===== src/rtl/display_readback.sv =====
// Seven-segment readback: captures the six hex buses on request, waits for them
// to hold steady, then decodes each active-low pattern back to a nibble.
module display_readback #(
  parameter int unsigned STABLE_CYCLES = 4,
  parameter int unsigned MAX_WAIT      = 64
) (
  input  logic        clk,
  input  logic        rst,
  input  logic [6:0]  hex0,
  input  logic [6:0]  hex1,
  input  logic [6:0]  hex2,
  input  logic [6:0]  hex3,
  input  logic [6:0]  hex4,
  input  logic [6:0]  hex5,
  input  logic        sample_req,
  output logic        busy,
  output logic [23:0] data_out,
  output logic        valid,
  output logic [5:0]  digit_err,
  output logic        timeout,
  output logic        error
);

  localparam int unsigned CW = $clog2(MAX_WAIT + 1);
  localparam logic [CW-1:0] StableLast = CW'(STABLE_CYCLES - 1);
  localparam logic [CW-1:0] WaitLast   = CW'(MAX_WAIT - 1);

  typedef enum logic {StIdle, StSettle} state_e;

  state_e        state_q, state_d;
  logic [41:0]   snap_q, snap_d;
  logic [CW-1:0] stable_cnt_q, stable_cnt_d;
  logic [CW-1:0] wait_cnt_q, wait_cnt_d;
  logic [23:0]   data_q, data_d;
  logic [5:0]    derr_q, derr_d;
  logic          valid_q, valid_d;
  logic          timeout_q, timeout_d;
  logic          error_q, error_d;

  logic [41:0]   hex_in;
  logic [23:0]   dec_data;
  logic [5:0]    dec_err;
  logic          match, done, expired;

  assign hex_in = {hex5, hex4, hex3, hex2, hex1, hex0};

  function automatic logic [4:0] decode_seg(input logic [6:0] p);
    logic [4:0] r;
    case (p)
      7'h40:   r = 5'h00;
      7'h79:   r = 5'h01;
      7'h24:   r = 5'h02;
      7'h30:   r = 5'h03;
      7'h19:   r = 5'h04;
      7'h12:   r = 5'h05;
      7'h02:   r = 5'h06;
      7'h78:   r = 5'h07;
      7'h00:   r = 5'h08;
      7'h10:   r = 5'h09;
      7'h08:   r = 5'h0A;
      7'h03:   r = 5'h0B;
      7'h46:   r = 5'h0C;
      7'h21:   r = 5'h0D;
      7'h06:   r = 5'h0E;
      7'h0E:   r = 5'h0F;
      default: r = 5'h10; // error flag in bit 4, nibble 0
    endcase
    return r;
  endfunction

  always_comb begin
    dec_data = '0;
    dec_err  = '0;
    for (int i = 0; i < 6; i++) begin
      logic [4:0] d;
      d               = decode_seg(snap_q[i*7 +: 7]);
      dec_data[i*4 +: 4] = d[3:0];
      dec_err[i]      = d[4];
    end
  end

  assign match   = (hex_in == snap_q);
  assign done    = match && (stable_cnt_q == StableLast);
  assign expired = (wait_cnt_q == WaitLast);

  always_comb begin
    state_d      = state_q;
    snap_d       = snap_q;
    stable_cnt_d = stable_cnt_q;
    wait_cnt_d   = wait_cnt_q;
    data_d       = data_q;
    derr_d       = derr_q;
    timeout_d    = timeout_q;
    error_d      = error_q;
    valid_d      = 1'b0;
    unique case (state_q)
      StIdle: begin
        if (sample_req) begin
          snap_d       = hex_in;
          stable_cnt_d = '0;
          wait_cnt_d   = '0;
          state_d      = StSettle;
        end
      end
      StSettle: begin
        wait_cnt_d = wait_cnt_q + 1'b1;
        if (match) begin
          stable_cnt_d = stable_cnt_q + 1'b1;
        end else begin
          snap_d       = hex_in;
          stable_cnt_d = '0;
        end
        // Completion takes priority when both land on the same edge.
        if (done || expired) begin
          data_d    = dec_data;
          derr_d    = dec_err;
          timeout_d = !done;
          error_d   = (|dec_err) | !done;
          valid_d   = 1'b1;
          state_d   = StIdle;
        end
      end
      default: state_d = StIdle;
    endcase
  end

  always_ff @(posedge clk) begin
    if (rst) begin
      state_q      <= StIdle;
      snap_q       <= '0;
      stable_cnt_q <= '0;
      wait_cnt_q   <= '0;
      data_q       <= '0;
      derr_q       <= '0;
      valid_q      <= 1'b0;
      timeout_q    <= 1'b0;
      error_q      <= 1'b0;
    end else begin
      state_q      <= state_d;
      snap_q       <= snap_d;
      stable_cnt_q <= stable_cnt_d;
      wait_cnt_q   <= wait_cnt_d;
      data_q       <= data_d;
      derr_q       <= derr_d;
      valid_q      <= valid_d;
      timeout_q    <= timeout_d;
      error_q      <= error_d;
    end
  end

  assign busy      = (state_q == StSettle);
  assign data_out  = data_q;
  assign digit_err = derr_q;
  assign valid     = valid_q;
  assign timeout   = timeout_q;
  assign error     = error_q;

endmodule


===== config.mk =====
export PLATFORM = sky130hd
export DESIGN_NAME = display_readback
export DESIGN_NICKNAME = d
export VERILOG_FILES = /design/src/rtl/display_readback.sv
export SDC_FILE = /design/constraint.sdc
export NUM_CORES = 1
export LEC_CHECK = 0
export ABC_AREA = 1
export CAP_MARGIN = 10
export CORE_ASPECT_RATIO = 1.5
export CORE_MARGIN = 4
export CORE_UTILIZATION = 30
export CTS_CLUSTER_SIZE = 30
export DETAILED_ROUTE_END_ITERATION = 8
export HOLD_SLACK_MARGIN = 0.03
export PLACE_DENSITY_LB_ADDON = 0.3
export RECOVER_POWER = 50
export SLEW_MARGIN = 30
export SYNTH_ARGS = -nofsm -noshare
export SYNTH_HDL_FRONTEND = slang
export SYNTH_SLANG_ARGS = --single-unit
export TNS_END_PERCENT = 50

===== constraint.sdc =====
create_clock -name clk -period 2 [get_ports clk]
set_clock_uncertainty 0.05 [all_clocks]
set_input_delay 0.3 -clock clk [delete_from_list [all_inputs] [get_ports clk]]
set_output_delay 0.3 -clock clk [all_outputs]
set_load 0.01 [all_outputs]

== Yosys cells after proc, flatten, opt, wreduce, memory -nomap -nowiden ==
Cells that the tools add are included.
Cells by class
  $add $sub $neg: 2
  eq/ne operators: 95
  mux-type cells: 17
  bitwise gates (word level): 2
  reduce and logical (&&, ||, !) cells: 13
Operators with widths (number)
  5-bit case mux with 16 select lines: 6
  7-bit == test (second input constant): 24
  7-bit by 6-bit == test with 1-bit output (second input constant): 19
  7-bit by 5-bit == test with 1-bit output (second input constant): 18
  7-bit by 2-bit == test with 1-bit output (second input constant): 13
  7-bit by 4-bit == test with 1-bit output (second input constant): 12
  42-bit two-way mux: 2
  42-bit case mux with 2 select lines: 1
  42-bit == test: 1
  7-bit by 3-bit == test with 1-bit output (second input constant): 6
  7-bit logical NOT: 6
  7-bit case mux with 2 select lines: 2
  7-bit by 1-bit adder with 7-bit output (second input constant): 2
  7-bit two-way mux: 2
  6-bit OR reduction: 1
  2-bit inequality test (second input constant): 2
  2-bit AND reduction: 2
  1-bit two-way mux: 3
  1-bit case mux with 2 select lines: 1
  2-bit OR reduction: 1
  1-bit logical AND: 1
  1-bit logical NOT: 1
  1-bit logical OR: 1
  1-bit inverter: 1
  1-bit bitwise OR: 1
Storage, ports and cells
  flip-flop bits (word level): 90
  input bits: 45
  output and inout port bits: 34

== Longest topological paths before layout ==
  depth in word-level cells: 5
  gate-level depth with buffers: 15
  depth with buffers taken out: 13

== Worst setup path before layout ==
Ideal clock, no wire load.
  path kind: register to register
  start: register snap_q[5]
  end: register snap_q[5]
  library setup time: 116 ps
  arrival time: 1517 ps
  setup slack: 317 ps
  stages on the path, launching flop included: 13
  path buffers: 2
  period minus slack after synthesis: 1683 ps
  path through: dfxtp_1 -> clkbuf_1 -> xnor2_1 -> nand3_1 -> nor2_1 -> nand2_1 -> nor2_2 -> nand3_2 -> nand2_4 -> inv_2 -> buf_6 -> nor2_1 -> nor2_1
Between the ends
  longest elaborated chain between the ends: 3
Ends and longest elaborated chain
  start: declaration: RTL line 31  | logic [41:0] snap_q, snap_d;
  start signal: assignment: RTL line 140  | snap_q <= snap_d;
  42-bit == test: RTL line 82  | assign match = (hex_in == snap_q);
  2-bit inequality test (no line)
  2-bit AND reduction (no line)
Every way passes these cells.
A chain may end at the register's enable or synchronous reset.

== Worst setup path in the final report ==
  start: input hex5[3]
  end: register snap_q[27]
Between the ends
  longest elaborated chain between the ends: 3
Ends and longest elaborated chain
  start: declaration: RTL line 14  | input logic [6:0] hex5,
  42-bit == test: RTL line 82
  2-bit inequality test (no line)
  2-bit AND reduction (no line)
Every way passes these cells.

==> impl_results.md <==
* Status: complete, no violations
* Final setup fails at 0
* Layout cells sized above 1 at 10.2%
* Worst-path maximum fanout at 17
* HP Class: in -> reg
* Port-buffer cells at 78
* Chip width at 121 µm
* First-pass GRT wire length at 27,400 µm
* CP Capture Type: flip-flop
* Filler cells at 1,984
* Tcrit/Tclk final at 94.5%
* Vias per cell at 4.74
* Antenna viol nets, final at 0
* Startpoint Class: input pin
* Post-route setup TNS at 0 ps
* Yosys reg bits at 90
* Fin nets at 1,106
* Site row count at 61
* Largest cells by area after synthesis: dfxtp_1 31%, nand2_1 16%, nor2_1 13%
* Post-Syn Nets at 999
* Worst Path Buf+Inv at 3
* Synth area leader: dfxtp_1
* Sink Count at 90
* GRT Total Usage at 15.6%
* Final wirelength at 16,500 µm
* Slowest CP cell: clkdlybuf4s50_1
* Worst-margin pin slew at 608 ps
* Hold slack at 221 ps
* P per Cell Area at 638 nW/µm²
* Static leakage power at 3.71 nW
* DR vias at 6,232
* Mean Syn Cell Area at 6.03 µm²
* I/O Pins at 79
* WS Path Type: in -> reg
* Highest Clock Rate at 529 MHz
* Minimum clock period after layout at 1890 ps
* Pin count of the biggest net entering global routing at 58
* Antenna diodes at 0
* Mapped Cells at 952
* Hold_buf cts at 0
* GP Congestion at 0.888
* Power Total at 0.00481 W
* CTS tree: yes
* WL/cell at 12.6 µm
* Post-CTS Setup Bufs at 0
* GR Overflow Total at 0
* Crit path max-delay family: simple AND/OR/NAND/NOR gates
* Initial antenna violation count at 0
* Final Hold Viols at 0
* Max clock buf depth at 2
* Post-DP HPWL at 12,900 µm
* Core Box Area at 18,700 µm²
* Die H at 177 µm
* Post-Syn Area at 5740 µm²
* Initial Utilization at 30.7%
* Largest stage delay, worst path at 520 ps
* Top cell type's share of synthesized area at 31.4%
* CP arrival at 2080 ps
* Seq/Total Area, Yosys at 31.4%
* Clock transition at path regs at 70 ps
* Number of global-route vias before repair at 5,873
* Clk_lat worst skew at 350 ps
* Iteration-0 DRC Markers at 351
* Clock Tree Root: clkbuf_16
* YS warnings at 0
* H-tree depth at 3
* DIE AREA at 21,500 µm²
* Max Cap Viol at 0
* Syn-to-layout area delta at 31.2%
* Max-slew violations at 0
* Worst Path Required at 2190 ps
* Slew margin rel. at 59.4%
* Post-route DRC at 0
* TritonCTS buffer count at 9
* Cell breakdown of the critical path: clkdlybuf4s50_1 > xnor2_1 > nand2_1 > nor2_2 > nand3_2 > nor2_4 > nand3_2 > nand2_4 > inv_4 > buf_12 > nor2_1 > nor2_1
* Cell variety after synth at 37
* Unrepaired setup endpoints after global routing: true
* Maximum vdd drop at 0.000346 V
* 1st-pass router iterations at 7
[worst paths after layout]
path,cells after the start,end,slack [ps],start
max,12,snap_q[27],110,hex5[3]
min,3,snap_q[11],220,hex1[4]
max reg2reg,14,snap_q[27],150,snap_q[29]
min reg2reg,2,data_out[2],420,data_out[2]
[sequential cells by signal, summed over array words and instances (netlist names)]
name	cells
snap_q	42
data_out	24
stable_cnt_q	7
wait_cnt_q	7
digit_err	6
busy	1
error	1
timeout	1
valid	1
[cells in the mapped netlist, drive strengths merged]
library cell / number
inv: 93
or2: 2
o21a: 1
nor3: 24
clkinv: 1
a31oi: 1
nand3: 79
nand3b: 9
nor4: 5
o21ai: 53
nand4: 50
dfxtp: 90
and3: 1
buf: 24
o211ai: 1
a2bb2oi: 1
o2111ai: 3
clkbuf: 15
nor2: 194
a311oi: 1
nand2: 252
a211oi: 2
a22oi: 3
xnor2: 28
ha: 2
a21oi: 17
[worst register-to-register path: stages (launching register included)]
cell and delay, ps:
dfxtp_1 350, inv_1 70, nand2_1 60, nand2_1 60, nor2_2 130, nand2_2 100, nor2_4 130, nand2_2 70
nor2_4 110, nand3_2 120, nand2_4 130, inv_4 70, buf_12 150, nor2_1 100, nor2_1 50
[cell usage in the layout, fill, tap and decap left out, types with 2 or more instances in the layout]
master / n
o21ai_1: 7
a211oi_1: 2
nand2_2: 2
dlygate4sd3_1: 33
dfxtp_2: 4
nor3_1: 24
clkbuf_2: 2
buf_12: 6
nor4_1: 4
a21oi_1: 17
nor2_1: 178
clkbuf_16: 9
inv_2: 7
nand2_4: 2
nor2_4: 3
inv_1: 86
nand4_1: 49
a22oi_1: 3
clkbuf_1: 2
o2111ai_1: 3
or2_2: 2
bufinv_16: 2
dfxtp_1: 85
nand2_1: 248
nand3_1: 77
ha_1: 2
clkdlybuf4s50_1: 37
nand3b_1: 9
buf_6: 3
dlymetal6s2s_1: 8
o21ai_0: 46
nor2_2: 13
nand3_2: 2
xnor2_1: 28
buf_4: 45
[metrics by stage]
stage	instances	utilization, %	setup slack (ps)	instance area (µm²)
final	1314	40.3	110	7540
after global routing	1314	40.3	-27.4	7540
after CTS	1314	39.8	31.2	7450
after detailed placement	1300	38.1	-384	7130
after global placement	1300	38.1	-388	7130
after floorplan	952	-	317	5740
[power by group]
| part | internal [W] | total, W | switching (W) |
|---|---|---|---|
| Clock | 0.00112 | 0.00185 | 0.000732 |
| Combinational | 0.000428 | 0.00102 | 0.000588 |
| Sequential | 0.00187 | 0.00194 | 0.0000767 |
[kinds of logic (layout without fill, tap and decap cells)]
family	count (synthesis)	in the layout	share of synthesized area, %
simple gates	616	616	46.3
buf+inv	133	243	9.78
flops	90	90	31.4
compound gates	83	83	7.89
xor+xnor	28	28	4.27
fa+ha+maj	2	2	0.436
[metal layers]
layer  global-route usage, %  routed length [µm]  up-vias
met5                       0                   0        -
met4                    5.67                 408        0
met3                    2.17                 569       30
met2                    28.0                8480      112
met1                    18.6                7050     2790
li1                        -                   -     3300
[final cells by class]
class                           count  area (µm²)  area share, %
Multi-Input combinational cell    729        3440           45.7
Sequential cell                    90        1810           24.0
Timing Repair Buffer              135        1310           17.3
Inverter                           94         355           4.72
Tap cell                          252         315           4.18
Clock buffer                       11         243           3.22
Clock inverter                      3        65.1          0.863
[what timing repair did]
action                     4_1_cts  5_1_grt
pin swaps                        0        8
gates resized for setup          2       36
setup endpoints to repair       21       82
Power figures use the tool's default switching activity.
